`src/rtl/sample0_pkg.sv`:
```
// Shared definitions for the sample0 MAC accumulator: FSM state encoding
// and the default widths used by the top-level parameters.
package sample0_pkg;

  localparam int DIN_WIDTH_DEF  = 15;
  localparam int ACC_WIDTH_DEF  = 24;
  localparam int DOUT_WIDTH_DEF = 15;
  localparam int CNT_WIDTH_DEF  = 8;

  typedef enum logic [1:0] {
    ST_IDLE  = 2'd0,
    ST_ACCUM = 2'd1,
    ST_HOLD  = 2'd2
  } state_e;

endpackage

```
`src/rtl/sample0_mac_acc_sat.sv`:
```
// Combinational conversion of the accumulator sum to the output width.
// Build option SAMPLE0_MAC_ACC_SAT_EN: when defined, the sum is clipped to
// the signed DOUT_WIDTH range and clip_o flags it; otherwise the low
// DOUT_WIDTH bits are passed through and clip_o stays low.
module sample0_mac_acc_sat #(
  parameter int ACC_WIDTH  = 24,
  parameter int DOUT_WIDTH = 15
) (
  input  logic signed [ACC_WIDTH-1:0]  sum_i,
  output logic signed [DOUT_WIDTH-1:0] dout_o,
  output logic                         clip_o
);

`ifdef SAMPLE0_MAC_ACC_SAT_EN
  localparam logic [DOUT_WIDTH-1:0] MAX_VAL = {1'b0, {(DOUT_WIDTH-1){1'b1}}};
  localparam logic [DOUT_WIDTH-1:0] MIN_VAL = {1'b1, {(DOUT_WIDTH-1){1'b0}}};

  // The sum fits when every bit from the output sign bit upward agrees.
  logic [ACC_WIDTH-DOUT_WIDTH:0] top_bits;
  assign top_bits = sum_i[ACC_WIDTH-1:DOUT_WIDTH-1];

  // Clip toward the sign of the sum whenever the upper bits disagree.
  always_comb begin
    dout_o = sum_i[DOUT_WIDTH-1:0];
    clip_o = 1'b0;
    if (!((&top_bits) || (~|top_bits))) begin
      clip_o = 1'b1;
      dout_o = sum_i[ACC_WIDTH-1] ? MIN_VAL : MAX_VAL;
    end
  end
`else
  // Plain truncation; the discarded upper bits are deliberately unused.
  logic unused_hi;
  assign unused_hi = ^sum_i[ACC_WIDTH-1:DOUT_WIDTH];
  assign dout_o    = sum_i[DOUT_WIDTH-1:0];
  assign clip_o    = 1'b0;
`endif

endmodule

```
`src/rtl/sample0_mac_acc.sv`:
```
// Dot-product accumulator behind a multiplier. Terms are summed until the
// one flagged last; the converted result is then held until the consumer
// takes it. Conversion mode is selected by SAMPLE0_MAC_ACC_SAT_EN (see
// sample0_mac_acc_sat). ovf is sticky until reset.
module sample0_mac_acc
  import sample0_pkg::*;
#(
  parameter int DIN_WIDTH  = DIN_WIDTH_DEF,
  parameter int ACC_WIDTH  = ACC_WIDTH_DEF,
  parameter int DOUT_WIDTH = DOUT_WIDTH_DEF,
  parameter int CNT_WIDTH  = CNT_WIDTH_DEF
) (
  input  logic                         clk,
  input  logic                         reset,
  input  logic                         ce,
  input  logic signed [DIN_WIDTH-1:0]  din,
  input  logic                         din_valid,
  input  logic                         din_last,
  output logic                         din_ready,
  output logic signed [DOUT_WIDTH-1:0] dout,
  output logic                         dout_valid,
  input  logic                         dout_ready,
  output logic                         ovf
);

  state_e                       state_q, state_d;
  logic signed [ACC_WIDTH-1:0]  acc_q, acc_d;
  logic [CNT_WIDTH-1:0]         cnt_q, cnt_d;
  logic signed [DOUT_WIDTH-1:0] dout_q, dout_d;
  logic                         dout_valid_q, dout_valid_d;
  logic                         ovf_q, ovf_d;

  logic signed [ACC_WIDTH-1:0]  din_ext;
  logic signed [ACC_WIDTH-1:0]  sum_term;
  logic [CNT_WIDTH-1:0]         cnt_inc;
  logic                         cnt_wrap;
  logic signed [DOUT_WIDTH-1:0] conv_dout;
  logic                         conv_clip;

  assign din_ext  = {{(ACC_WIDTH-DIN_WIDTH){din[DIN_WIDTH-1]}}, din};
  // The first term of a product replaces the accumulator rather than adding.
  assign sum_term = (state_q == ST_IDLE) ? din_ext : acc_q + din_ext;
  assign cnt_inc  = (state_q == ST_IDLE) ? CNT_WIDTH'(1) : cnt_q + CNT_WIDTH'(1);
  assign cnt_wrap = (state_q == ST_ACCUM) && (&cnt_q);

  sample0_mac_acc_sat #(
    .ACC_WIDTH (ACC_WIDTH),
    .DOUT_WIDTH(DOUT_WIDTH)
  ) u_sat (
    .sum_i (sum_term),
    .dout_o(conv_dout),
    .clip_o(conv_clip)
  );

  // Next-state logic: accept terms outside HOLD, release on consumer handshake.
  always_comb begin
    state_d      = state_q;
    acc_d        = acc_q;
    cnt_d        = cnt_q;
    dout_d       = dout_q;
    dout_valid_d = dout_valid_q;
    ovf_d        = ovf_q;
    if (ce) begin
      case (state_q)
        ST_IDLE, ST_ACCUM: begin
          if (din_valid) begin
            acc_d = sum_term;
            cnt_d = cnt_inc;
            if (cnt_wrap) ovf_d = 1'b1;
            if (din_last) begin
              dout_d       = conv_dout;
              dout_valid_d = 1'b1;
              if (conv_clip) ovf_d = 1'b1;
              state_d      = ST_HOLD;
            end else begin
              state_d = ST_ACCUM;
            end
          end
        end
        ST_HOLD: begin
          if (dout_ready) begin
            dout_valid_d = 1'b0;
            acc_d        = '0;
            cnt_d        = '0;
            state_d      = ST_IDLE;
          end
        end
        default: state_d = ST_IDLE;
      endcase
    end
  end

  // State registers; reset wins over ce, ce low holds everything.
  always_ff @(posedge clk) begin
    if (reset) begin
      state_q      <= ST_IDLE;
      acc_q        <= '0;
      cnt_q        <= '0;
      dout_q       <= '0;
      dout_valid_q <= 1'b0;
      ovf_q        <= 1'b0;
    end else begin
      state_q      <= state_d;
      acc_q        <= acc_d;
      cnt_q        <= cnt_d;
      dout_q       <= dout_d;
      dout_valid_q <= dout_valid_d;
      ovf_q        <= ovf_d;
    end
  end

  assign din_ready  = (state_q != ST_HOLD);
  assign dout       = dout_q;
  assign dout_valid = dout_valid_q;
  assign ovf        = ovf_q;

endmodule

```
`config.mk`:
```
export PLATFORM = sky130hd
export DESIGN_NAME = sample0_mac_acc
export DESIGN_NICKNAME = d
export VERILOG_FILES = /design/src/rtl/sample0_pkg.sv /design/src/rtl/sample0_mac_acc_sat.sv /design/src/rtl/sample0_mac_acc.sv
export SDC_FILE = /design/constraint.sdc
export NUM_CORES = 1
export LEC_CHECK = 0
export CAP_MARGIN = 20
export CORE_MARGIN = 2
export CORE_UTILIZATION = 50
export DETAILED_ROUTE_END_ITERATION = 7
export DONT_BUFFER_PORTS = 1
export GPL_TIMING_DRIVEN = 1
export PLACE_DENSITY = 0.66
export SLEW_MARGIN = 30
export SYNTH_ARGS = -nofsm -noshare
export SYNTH_HDL_FRONTEND = slang
export SYNTH_SLANG_ARGS = --single-unit
```
`constraint.sdc`:
```
create_clock -name clk -period 4.5 [get_ports clk]
set_input_delay 1.125 -clock clk [delete_from_list [all_inputs] [get_ports clk]]
set_output_delay 1.125 -clock clk [all_outputs]
set_load 0.02 [all_outputs]
```
Word level (Yosys, flattened, before mapping)
Index checks and enable logic that the tools add are counted.
{"block": "totals", "reg_bits": 51, "in_bits": 21}
{"block": "op_classes", "n_addsub": 2, "n_eq_ne": 6, "mux": 16, "n_reduce_logical": 10}
{"op": "$mux 24", "count": 3}
{"op": "$pmux 24 s2", "count": 1}
{"op": "$add 24x15->24", "count": 1}
{"op": "$mux 8", "count": 3}
{"op": "$pmux 8 s2", "count": 1}
{"op": "$reduce_and 4->1", "count": 3}
{"op": "$add 8x1->8 const B", "count": 1}
{"op": "$ne 2x2->1 const B", "count": 4}
{"op": "$reduce_and 8->1", "count": 1}
{"op": "$mux 2", "count": 3}
{"op": "$reduce_and 5->1", "count": 1}
{"op": "$pmux 2 s2", "count": 1}
{"op": "$mux 1", "count": 3}
{"op": "$reduce_and 3->1", "count": 1}
{"op": "$eq 2x1->1 const B", "count": 1}
{"op": "$eq 2x2->1 const B", "count": 1}
{"op": "$logic_not 2->1", "count": 1}
{"op": "$pmux 1 s2", "count": 1}
{"op": "$reduce_bool 2->1", "count": 1}
{"op": "$reduce_or 2->1", "count": 1}
{"op": "$logic_and 1x1->1", "count": 1}

Logic depth before layout (Yosys ltp)
{"block": "depth", "depth_word": 4, "ltp_mapped": 9, "mapped_depth_nobuf": 9}

Hierarchy
From an unflattened synthesis, not the netlist that was laid out.
{"block": "unflattened", "cells_unflattened": 473, "hier_area_um2": 3547.2}
{"module": "sample0_mac_acc", "instances": 1, "cells_each": 456, "area_per_inst_um2": 3423.3, "seq_area_each_um2": 1021.0}
{"module": "sample0_mac_acc_sat", "instances": 1, "cells_each": 17, "area_per_inst_um2": 123.9, "seq_area_each_um2": 0.0}

Worst setup path after synthesis
OpenSTA, ideal clock, no wires.
{"block": "synth_timing", "path_kind": "input-to-reg", "from": "input port din[0]", "to": "register dout_q[14], in the netlist dout[14]", "setup_ns": 0.136, "arrival_time_ns": 2.806, "path_slack_ns": 1.558, "path_stages": 9, "path_cell_list": "ha_1 > fa_1 > a21oi_2 > o211ai_1 > a21oi_2 > o21ai_1 > xnor2_1 > mux2i_1 > a211oi_2"}
{"block": "synth_between", "elab_chain_len": 2}
{"item": "start, declared", "line_no": "sample0_mac_acc.sv:16", "source": "input logic signed [DIN_WIDTH-1:0] din,"}
{"item": "$add 24x15->24", "line_no": "sample0_mac_acc.sv:42", "source": "assign sum_term = (state_q == ST_IDLE) ? din_ext : acc_q + din_ext;"}
{"item": "$mux 24", "line_no": "sample0_mac_acc.sv:42"}
{"item": "end signal, assigned", "line_no": "sample0_mac_acc.sv:106", "source": "dout_q <= dout_d;"}
{"item": "end, declared", "line_no": "sample0_mac_acc.sv:29", "source": "logic signed [DOUT_WIDTH-1:0] dout_q, dout_d;"}
Every way passes these cells.
A chain may end at the register's enable or synchronous reset.

Worst setup path after layout
Ends and elaborated chain as after synthesis.

==> impl_results.md <==
- Outcome: finished, final reports clean
- Cell leakage power: 0.953 nW
- Reg clk slew, reported paths: 0.08 ns
- Worst Setup SP: din[0]
- Peak supply drop: 0.178 mV
- CP top delay family: compound AO/OA/AOI/OAI gates
- Drt pass-1 iters: 4
- Total Wirelength: 5500 µm
- Most used flip-flop cell after synthesis: dfxtp_1
- Worst hold slack: 0.457 ns
- Crit Path Class: input pin to flop
- Type of origin of the critical path: input pin
- Skew final: 0.00430 ns
- CTS Hold Buffers Added: 0
- Hold Path Origin: acc_q[2]
- Actual slew at the worst max-slew pin: 0.804 ns
- Layout cells sized above 1: 0.0640
- Synth cell types: 47
- Total core area: 0.00469 mm²
- Setup TNS: 0 ns
- Vias: 2082
- Worst path max stage delay: 0.42 ns
- Clock tree buffer depth: 2
- Combinational power share: 0.196
- Max-cap viol count: 0
- Total GRT Usage: 0.220
- Rel. slew slack: 0.460
- Area growth from synthesis to layout: 3.56%
- Mapped Area: 0.00242 mm²
- CTS-repair resized insts: 0
- Peak Freq: 356 MHz
- Footprint of the multi-input gates: 0.00149 mm²
- Synth warnings: 0
- Clock latency on the worst-skew pair: 0.29 ns
- Min cycle time layout: 2.81 ns
- Unrepaired setup endpoints after global routing: no
- WL per Instance: 15.7 µm
- Sw Ratio: 0.307
- Worst path bufs/invs: 0
- Reg2reg start: acc_q[0]
- Syn Inst Count: 303
- # diodes: 0
- Via density: 5.93
- Slowest CP cell: fa_1
- Die ar.: 0.00542 mm²
- Initial Utilization: 0.516
- TritonCTS clock tree: built
- P per Cell Area: 320 mW/mm²
- Sw power: 0.246 mW
- Post-route antenna net violation count: 0
- Clock network power share: 0.290
- CP Max Fanout: 4
- Root Buffer: clkbuf_8
- Final Net Count: 334
- Register area share after synthesis: 0.347
- Die width: 73.6 µm
- DRC viols: 0
- First-pass GRT wire length: 9330 µm
- Fin util: 0.535
- CP Data Required Time: 4.65 ns
- EDFF count, synth: 0
- Worst Path Arrival: 2.96 ns
- Asr flop ratio synth: 0
- FILL cells: 454
- Filler-free cell count of the finished design: 351
- Most frequent cells in the layout: nand2_1, dfxtp_1, nor2_1
- Die height: 73.6 µm
- Commonest non-fill, non-tap cell in the layout: nand2_1
- Min-delay worst type: flop to flop
- Crit. End Element: flop
- Post-route cell area: 0.00251 mm²
- Final period utilization: 0.624
- Mapped Avg Cell Area: 7.99 µm²
- Gp weighted congestion: 0.847
- Post-DP Area: 0.00243 mm²
- P_int: 0.556 mW
- Post-synth net total: 340
- Inserted Clock Buffers: 5
- Seq pwr share: 0.514
- Worst-path cell chain: ha_1, fa_1, a21oi_2, o211ai_1, a21oi_2, o21ai_1, xnor2_1, mux2i_1, a211oi_2
- Largest net degree at the start of global routing: 29
- Setup violations, final: 0
- Vias in the first global route: 1945
- Row cnt: 25
- DRT iter0 DRCs: 109
- Num ports: 39
- FF+latch count, synth: 42
- Initial antenna violation count: 0
- Clk sink count: 42
- Sequential cell area: 841 µm²
- Post-DP HPWL: 3930 µm
- Post-CTS Setup Inserts: 0
- Final hold vios: 0
- Total grt overflow: 0
- Max Transition Viols Final: 0
- PortBufs: 0
- Most frequent CP cell: a21oi_2
- Post-Place Cells: 344
- H-tree depth: 2
-- path summary, 6_finish.rpt --
check             endpoint  slack, ns  cells after the start
hold / removal    acc_q[2]       0.46                      2
setup / recovery  dout[14]       1.69                      9
hold reg to reg   acc_q[2]       0.46                      2
setup reg to reg  dout[14]       2.20                      9
-- metrics by stage --
step	power (mW)	worst slack, ns
after floorplan	0.554	1.56
after global routing	0.849	1.55
after global placement	0.576	1.42
after detailed placement	0.577	1.37
final	0.802	1.69
after CTS	0.810	1.69
-- power by group through the flow --
stage               logic [mW]  clock network (mW)  registers, mW
floorplan                0.138                   0          0.416
global placement         0.156                   0          0.421
detailed placement       0.156                   0          0.421
CTS                      0.157               0.241          0.412
global route             0.178               0.256          0.415
finish                   0.157               0.233          0.412
-- layer usage --
metal  up-vias  GRT usage  wire length, µm
met4         0     0.0747               57
li1       1077          -                -
met3         4     0.0686              419
met2        50      0.314             2370
met5         -          0                0
met1       951      0.312             2660
-- registers in the layout, indices dropped and copies added, names as in the netlist --
signal	cells
acc_q	15
dout	15
cnt_q	8
state_q	2
dout_valid	1
ovf	1
-- kinds of logic (layout without fill, tap and decap cells) --
| kind of cell | Yosys count | in the layout | share of synthesized area |
|---|---|---|---|
| simple gates | 113 | 113 | 0.201 |
| compound gates | 93 | 93 | 0.259 |
| flops | 42 | 42 | 0.347 |
| buf+inv | 20 | 14 | 0.0372 |
| fa+ha+maj | 16 | 16 | 0.0857 |
| xor+xnor | 16 | 16 | 0.0578 |
| mux | 3 | 3 | 0.0124 |
-- worst min-delay path: stages, from the launching register on --
cell	delay, ns
dfxtp_1	0.32
nand2_1	0.05
a21oi_1	0.05
-- cell usage after synthesis, drive strengths merged (2+ instances only) --
cell     count  area share
buf          7       0.017
nand2b       3      0.0077
nor2b        3      0.0077
inv          6      0.0093
or3          4       0.010
clkbuf       7       0.011
nand4        4       0.010
nand3        2      0.0041
a32oi        3       0.011
nand2       47       0.073
nor3        10       0.021
o21ai       23       0.049
a211oi       6       0.021
a2111oi      4       0.015
o31ai        2      0.0062
a21oi       31       0.070
o211ai       2      0.0062
mux2i        3       0.012
a21o         5       0.015
nor2        36       0.057
dfxtp       42        0.35
and3         2      0.0052
xor2        10       0.036
o21a         2      0.0062
a32o         2      0.0088
a311oi       7       0.028
xnor2        6       0.022
ha          15       0.077
-- cell type report --
cell class | instances | area share
Tap cell | 54 | 0.0269
Timing Repair Buffer | 1 | 0.00299
Clock buffer | 5 | 0.0274
Sequential cell | 42 | 0.335
Clock inverter | 2 | 0.00399
Multi-Input combinational cell | 241 | 0.595
Inverter | 6 | 0.00898
Power figures use the tool's default switching activity.
